[src/rtl/move_scheduler.sv]
// Move scheduler: queues cube move commands, issues them one at a time and redraws after each burst.
// Latency: command into an empty queue while idle -> move_start two edges later; redraw_req -> draw_start two edges later.
// Backpressure: cmd_ready drops while the queue is full; optional watchdog under `MOVE_SCHED_WATCHDOG_EN`.
module move_scheduler #(
    parameter int FIFO_DEPTH = 4,
    parameter int MOVE_W     = 4,
    parameter int WD_CYCLES  = 1048576
) (
    input  logic                            CLOCK_50,
    input  logic                            reset,
    input  logic                            cmd_valid,
    input  logic [MOVE_W-1:0]               cmd_move,
    output logic                            cmd_ready,
    input  logic                            redraw_req,
    output logic                            move_start,
    output logic [MOVE_W-1:0]               move_code,
    input  logic                            move_done,
    output logic                            draw_start,
    input  logic                            draw_done,
    output logic                            busy,
    output logic [$clog2(FIFO_DEPTH+1)-1:0] q_count,
    output logic                            err
);
    localparam int PTR_W = $clog2(FIFO_DEPTH);
    localparam int CNT_W = $clog2(FIFO_DEPTH + 1);
    localparam logic [CNT_W-1:0] DEPTH_C = CNT_W'(FIFO_DEPTH);

    if (FIFO_DEPTH < 2 || FIFO_DEPTH > 16 || (FIFO_DEPTH & (FIFO_DEPTH - 1)) != 0 || WD_CYCLES < 1)
    begin : g_bad_cfg
        $error("move_scheduler: unsupported parameter value");
    end

    typedef enum logic [2:0] {
        INIT_DRAW, IDLE, MOVE_ISSUE, MOVE_WAIT, DRAW_ISSUE, DRAW_WAIT
    } state_t;

    state_t             state_q, state_d;
    logic               init_wait_q, init_wait_d;
    logic [PTR_W-1:0]   wr_ptr_q, wr_ptr_d, rd_ptr_q, rd_ptr_d;
    logic [CNT_W-1:0]   count_q, count_d;
    logic [MOVE_W-1:0]  move_code_q, move_code_d;
    logic               move_start_q, move_start_d;
    logic               draw_start_q, draw_start_d;
    logic               pending_q, pending_d;
    logic [MOVE_W-1:0]  mem_q [FIFO_DEPTH];
    logic               push, pop, flush, wd_to;

    assign cmd_ready  = (count_q < DEPTH_C);
    assign push       = cmd_valid && cmd_ready;
    assign move_start = move_start_q;
    assign move_code  = move_code_q;
    assign draw_start = draw_start_q;
    assign busy       = (state_q != IDLE);
    assign q_count    = count_q;

`ifdef MOVE_SCHED_WATCHDOG_EN
    localparam int WD_W = $clog2(WD_CYCLES + 1);
    localparam logic [WD_W-1:0] WD_LIM = WD_W'(WD_CYCLES - 1);

    logic [WD_W-1:0] wd_cnt_q, wd_cnt_d;
    logic            err_q, err_d;
    logic            in_wait;

    assign in_wait = (state_q == MOVE_WAIT) || (state_q == DRAW_WAIT) ||
                     ((state_q == INIT_DRAW) && init_wait_q);
    // Fires on the WD_CYCLES-th consecutive cycle spent in one wait state.
    assign wd_to = in_wait && (wd_cnt_q == WD_LIM);
    assign err   = err_q;

    always_comb begin
        wd_cnt_d = wd_cnt_q + WD_W'(1);
        if (!in_wait || state_d != state_q) begin
            wd_cnt_d = '0;
        end
        err_d = err_q | wd_to;
    end

    always_ff @(posedge CLOCK_50 or posedge reset) begin
        if (reset) begin
            wd_cnt_q <= '0;
            err_q    <= 1'b0;
        end else begin
            wd_cnt_q <= wd_cnt_d;
            err_q    <= err_d;
        end
    end
`else
    assign wd_to = 1'b0;
    assign err   = 1'b0;
`endif

    always_comb begin
        state_d     = state_q;
        init_wait_d = init_wait_q;
        pop         = 1'b0;
        flush       = 1'b0;
        case (state_q)
            INIT_DRAW: begin
                if (!init_wait_q) begin
                    init_wait_d = 1'b1;
                end else if (draw_done) begin
                    state_d = IDLE;
                end
            end
            IDLE: begin
                // A queued move wins over a pending redraw; the post-move draw covers it.
                if (count_q != '0) begin
                    pop     = 1'b1;
                    state_d = MOVE_ISSUE;
                end else if (pending_q) begin
                    state_d = DRAW_ISSUE;
                end
            end
            MOVE_ISSUE: state_d = MOVE_WAIT;
            MOVE_WAIT: begin
                if (move_done) begin
                    if (count_q != '0) begin
                        pop     = 1'b1;
                        state_d = MOVE_ISSUE;
                    end else begin
                        state_d = DRAW_ISSUE;
                    end
                end
            end
            DRAW_ISSUE: state_d = DRAW_WAIT;
            DRAW_WAIT: begin
                if (draw_done) begin
                    state_d = IDLE;
                end
            end
            default: state_d = IDLE;
        endcase

        if (wd_to) begin
            state_d = IDLE;
            pop     = 1'b0;
            flush   = 1'b1;
        end

        wr_ptr_d    = push ? wr_ptr_q + PTR_W'(1) : wr_ptr_q;
        rd_ptr_d    = pop  ? rd_ptr_q + PTR_W'(1) : rd_ptr_q;
        count_d     = count_q + CNT_W'(push) - CNT_W'(pop);
        move_code_d = pop ? mem_q[rd_ptr_q] : move_code_q;
        // Pending clears on entry to DRAW_ISSUE, but a request on that same edge survives.
        pending_d   = redraw_req || (pending_q && (state_d != DRAW_ISSUE));
        if (flush) begin
            wr_ptr_d  = '0;
            rd_ptr_d  = '0;
            count_d   = '0;
            pending_d = 1'b0;
        end

        move_start_d = (state_d == MOVE_ISSUE);
        draw_start_d = (state_d == DRAW_ISSUE) || ((state_q == INIT_DRAW) && !init_wait_q);
    end

    always_ff @(posedge CLOCK_50) begin
        if (push) begin
            mem_q[wr_ptr_q] <= cmd_move;
        end
    end

    always_ff @(posedge CLOCK_50 or posedge reset) begin
        if (reset) begin
            state_q      <= INIT_DRAW;
            init_wait_q  <= 1'b0;
            wr_ptr_q     <= '0;
            rd_ptr_q     <= '0;
            count_q      <= '0;
            move_code_q  <= '0;
            move_start_q <= 1'b0;
            draw_start_q <= 1'b0;
            pending_q    <= 1'b0;
        end else begin
            state_q      <= state_d;
            init_wait_q  <= init_wait_d;
            wr_ptr_q     <= wr_ptr_d;
            rd_ptr_q     <= rd_ptr_d;
            count_q      <= count_d;
            move_code_q  <= move_code_d;
            move_start_q <= move_start_d;
            draw_start_q <= draw_start_d;
            pending_q    <= pending_d;
        end
    end
endmodule

[config.mk]
export PLATFORM = sky130hd
export DESIGN_NAME = move_scheduler
export DESIGN_NICKNAME = d
export VERILOG_FILES = /design/src/rtl/move_scheduler.sv
export SDC_FILE = /design/constraint.sdc
export NUM_CORES = 1
export LEC_CHECK = 0
export ABC_AREA = 1
export BUFFER_PORTS_ARGS = -buffer_cell sky130_fd_sc_hd__buf_2
export CAP_MARGIN = 20
export CORE_AREA = 2 2 61 63
export DETAILED_ROUTE_END_ITERATION = 10
export DIE_AREA = 0 0 63 65
export PLACE_DENSITY = 0.71
export SLEW_MARGIN = 20
export SYNTH_ARGS = -nofsm -noshare
export SYNTH_HDL_FRONTEND = slang
export SYNTH_SLANG_ARGS = --single-unit
[constraint.sdc]
create_clock -name CLOCK_50 -period 2 [get_ports CLOCK_50]
set_input_delay 0.3 -clock CLOCK_50 [delete_from_list [all_inputs] [get_ports CLOCK_50]]
set_output_delay 0.3 -clock CLOCK_50 [all_outputs]
set_load 0.02 [all_outputs]
* Word-level counts from Yosys, hierarchy flattened
Memory sizes are Yosys's and may differ from the RTL's. A register that Yosys moved wholly into a read port is not among the register bits.
Cells that the tools add are included.
** Cells by class
- Add/sub/neg operators :: 4
- $lt $le $gt $ge :: 1
- Equality and inequality tests :: 9
- Mux-type cells :: 12
- Reduce and logical (&&, ||, !) cells :: 8
** Operators by type and width (count)
- $mux 3 :: 6
- $pmux 3 s6 :: 1
- $eq 3x2->1 const B :: 3
- $eq 3x3->1 const B :: 3
- $add 2x1->2 const B :: 2
- $mux 1 :: 4
- $add 3x1->3 :: 1
- $eq 3x1->1 const B :: 1
- $logic_and 1x1->1 :: 3
- $logic_not 3->1 :: 1
- $lt 3x3->1 const B :: 1
- $ne 3x1->1 const B :: 1
- $ne 3x3->1 const B :: 1
- $reduce_bool 3->1 :: 1
- $sub 3x1->3 :: 1
- $logic_or 1x1->1 :: 2
- $pmux 1 s2 :: 1
- $logic_not 1->1 :: 1
** Word-level totals
- Bits in registers :: 14
- Memory bits (writable) :: 16
- Input bits :: 10
- Output and inout bits :: 12
- Logic and storage cells :: 43
- Memories :: 1
** Memories
- mem_q :: words 4, bits a word 4, rd ports 1, clocked after memory_dff 1, write ports 1, line 45 : logic [MOVE_W-1:0] mem_q [FIFO_DEPTH];

* Logic depth before layout (Yosys ltp)
- Word-level depth :: 7
- Mapped depth :: 11
- Mapped depth without buffers :: 11

* Least setup slack after synthesis
Ideal clock, no wire load.
- Kind :: reg2reg
- Start :: register count_q[2], in the netlist q_count[2]
- End :: register count_q[2], in the netlist q_count[2]
- Setup time :: 0.131 ns
- Arrival :: 2.230 ns
- Data required time :: 1.869 ns
- Path slack :: -0.361 ns
- Stages on the path, launching flop included :: 11
- Path buffers :: 0
- Clock period less this slack :: 2.361 ns
- Cells stage by stage :: dfrtp_1 -> inv_1 -> nand2_1 -> nand2_4 -> nand2_4 -> ha_1 -> inv_1 -> ha_1 -> fa_1 -> xnor2_1 -> xor2_1
** Between the ends
- Elaborated cells on any way between the ends :: 8
- Those cells by class :: add/sub (2); order compare (1); mux (3); reduce/logical (2)
** RTL lines
- start, declared :: line 40 : logic [CNT_W-1:0] count_q, count_d;
- start signal, assigned :: line 179 : count_q <= count_d;
- $lt 3x3->1 :: line 48 : assign cmd_ready = (count_q < DEPTH_C);
- net cmd_ready :: line 13 : output logic cmd_ready,
- $logic_and 1x1->1 :: line 49 : assign push = cmd_valid && cmd_ready;
- $add 3x1->3 :: line 142 : count_d = count_q + CNT_W'(push) - CNT_W'(pop);
- $sub 3x1->3 :: line 142
- net count_d[2] :: line 40
The timed path passes the listed nets, and every way through them passes these cells.
A chain may end at the register's enable or synchronous reset.

* Worst setup path in the final report
- Start :: register count_q[1], in the netlist q_count[1]
- End :: register count_q[2], in the netlist q_count[2]
** Between the ends
- Word-level cells in the longest chain between the ends :: 5
- Elaborated cells on any way between the ends :: 8
- Those cells by class :: add/sub (2); order compare (1); mux (3); reduce/logical (2)
** RTL lines
- $reduce_bool 3->1 (*) :: line 107, 117
- $mux 1 (*) :: line 107, 117
- $mux 1 :: line 116 : if (move_done) begin
- $pmux 1 s2 (*) :: line 97 : case (state_q)
- net pop :: line 46 : logic push, pop, flush, wd_to;
- $sub 3x1->3 (*) :: line 142
- net count_d[2] :: line 40
The timed path passes the listed nets; every way through them passes the cells marked *.

==> metrics.txt <==
Total Routing Usage GR=15.7%; worst-case reg-to-reg path depth=10; Hold WS=66.0 ps; Worst Skew=8.06 ps; DR vias/cell=4.51; area grow syn2layout=22.5%; pin count of the biggest net entering global routing=20; gpl congestion=0.821; cts hold-fix bufs=0; Tcrit/Tclk final=98.5%; antenna violations before repair=0; VDD IR max=1.02 mV; Max transition margin=52.7%; DRC violation count after routing=0; Die H=65 um; Die X=63 um; Cells after Synth=177; Yosys reg bits=34; WL final=2.74 mm; Hold Vio Cnt, Final=0; Avg Cell Area, Syn=9.27 sq um; RSZ-0062 raised after global routing=yes; CP Launch Type=flop; crit path max fanout=3; Worst setup EP type=flop; Sink Count=34; Post-DRT Antenna Nets=0; Rows=22; outcome=finished, final reports clean; Reg-to-Reg Start=q_count[1]; PwrDens=1550 nW/um^2; sequential-to-total area share from yosys stat=56.7%; CTS tree=done; CP Data Arrival Time=2190 ps; TritonCTS buffer count=5; number of I/O port buffers=20; Hold WC Path Type=in2async; clock-pin slew on the worst setup and hold paths=100 ps; Slew Viols, Final=0; first-pass GRT wire length=4.82 mm; hpwl dp=1.99 mm; Initial DRC Count=61; setup_tns=0 ps; via count=1,195; GRT Residual Overflow=0; Worst R2R Setup Slack=30 ps; Starting Density=47.0%; Ant. Diodes=0; Clk Tree Root Cell=clkbuf_4; Final nets=233; total core area=3500 sq um; Clk Latency, worst-skew pair=330 ps; H-tree levels=2; Clock Path Buffers=2; Max Cap Viol=0; Worst-Margin Slew=708 ps; DIE AREA=4100 sq um; highest clock rate=508 MHz; share of cells above drive strength 1=28.6%; vias in the first global route=1,124; Ports=22; yosys warns=0; min cycle time layout=1970 ps; TritonRoute pass-1 iters=4; Crit Path Category=reg2reg; Final setup viols=0; Worst EP required=2220 ps; synth unique cells=23; drt wl/cell=10.3 um; Lkg Pwr=1.01 nW; Syn Std Cell Area=1640 sq um; syn nets=194; worst reg2reg endpoint=q_count[2]
-- registers in the layout, summed over array words and instances (netlist names) --
register	count
rd_ptr_q	2
move_code	4
init_wait_q	1
state_q	3
draw_start	1
q_count	3
wr_ptr_q	2
pending_q	1
move_start	1
mem_q	16
-- layer usage --
metal  vias up  wire [um]  track usage [%]  share of wire [%]
li1        623          -                -                  -
met1       538       1270             19.5                 47
met2        28       1280             24.7                 47
met3         6        137             5.21                5.0
met4         0         48             7.22                1.8
met5         -          0                0                  0
-- synth_stat cells (all sizes together) --
cell,number,area (sq um)
xnor2,1,8.76
nand4,2,12.5
o21ai,1,5.00
fa,1,20.0
edfxtp,16,480
xor2,3,26.3
inv,31,116
or2,1,6.26
ha,6,75.1
conb,1,3.75
nand3,18,103
dfrtp,18,450
nor2,25,101
nand2,46,190
o211ai,2,15.0
a21oi,1,5.00
buf,4,22.5
-- where the power goes --
group | internal [W] | switching, W
Combinational | 0.000715 | 0.000907
Sequential | 0.000960 | 0.000192
Clock | 0.000132 | 0.000218
-- worst max path at each step --
| stage | end | cells past startpoint | startpoint | slack [ps] |
|---|---|---|---|---|
| floorplan | q_count[2] | 10 | q_count[1] | -100 |
| global placement | q_count[2] | 10 | q_count[1] | 30 |
| detailed placement | q_count[2] | 10 | q_count[1] | -20 |
| CTS | q_count[2] | 10 | q_count[0] | -10 |
| global route | q_count[2] | 10 | q_count[1] | -30 |
| finish | q_count[2] | 10 | q_count[1] | 30 |
-- critical path: stages, from the launching register on --
cell	delay, ps
dfrtp_2	440
nor2_4	140
nand2_4	80
nand2_4	80
nand2_4	60
ha_4	260
inv_2	40
ha_4	140
fa_2	340
xnor2_2	150
xor2_1	140
-- cell type report --
| cell class | instances | area, sq um |
|---|---|---|
| timing repair buffer | 36 | 220 |
| tap | 48 | 60.1 |
| clock buffer | 6 | 41.3 |
| clock inverter | 2 | 8.76 |
| inverter | 31 | 119 |
| multi-input combinational | 108 | 627 |
| fill | 334 | 1490 |
| sequential | 34 | 935 |
-- cell usage in the layout, fill, tap and decap left out --
cell      synthesis  final
a21oi_1           1      1
buf_2             3     20
buf_4             1     16
clkbuf_1          0      1
clkbuf_4          0      5
clkinv_1          0      1
clkinv_2          0      1
conb_1            1      1
dfrtp_1          18     15
dfrtp_2           0      3
edfxtp_1         16     16
fa_2              0      1
ha_1              6      4
ha_4              0      2
inv_1            30     28
inv_2             1      2
inv_4             0      1
nand2_1          43     41
nand2_2           1      2
nand2_4           2      3
nand3_1          17     17
nand3_4           1      1
nand4_1           2      2
nor2_1           24     22
nor2_2            0      1
nor2_4            1      2
o211ai_1          2      2
o21ai_0           1      1
or2_2             1      1
xnor2_2           0      1
xor2_1            3      3
-- logic make-up (layout without fill, tap and decap cells) --
logic type	count (synthesis)	count (layout)	share of synthesized area (%)
buffers and inverters	35	75	8.46
other	1	1	0.228
XOR/XNOR	4	4	2.13
AND/OR/NAND/NOR	92	92	25.2
flip-flops	34	34	56.7
AO/OA/AOI/OAI	4	4	1.52
adder cells (fa/ha/maj)	7	7	5.79
-- per-stage QoR --
stage          cells  cell area, sq um  power [W]  util, %  setup WS [ps]
6_report         265              2010    0.00312     57.5           30.0
2_1_floorplan    177              1660    0.00216        -           -103
5_1_grt          265              2010    0.00342     57.5          -34.2
3_5_place_dp     253              1890    0.00261     53.9          -15.0
3_3_place_gp     253              1890    0.00259     53.9           31.3
4_1_cts          263              1990    0.00312     57.0          -12.0
-- timing repair --
item                                    4_1_cts  5_1_grt
cloned                                        0        0
endpoints found under the setup margin        1        1
pin swaps                                     8        7
setup buffers                                 2        2
gates resized for setup                       7        1
Power figures use the tool's default switching activity.
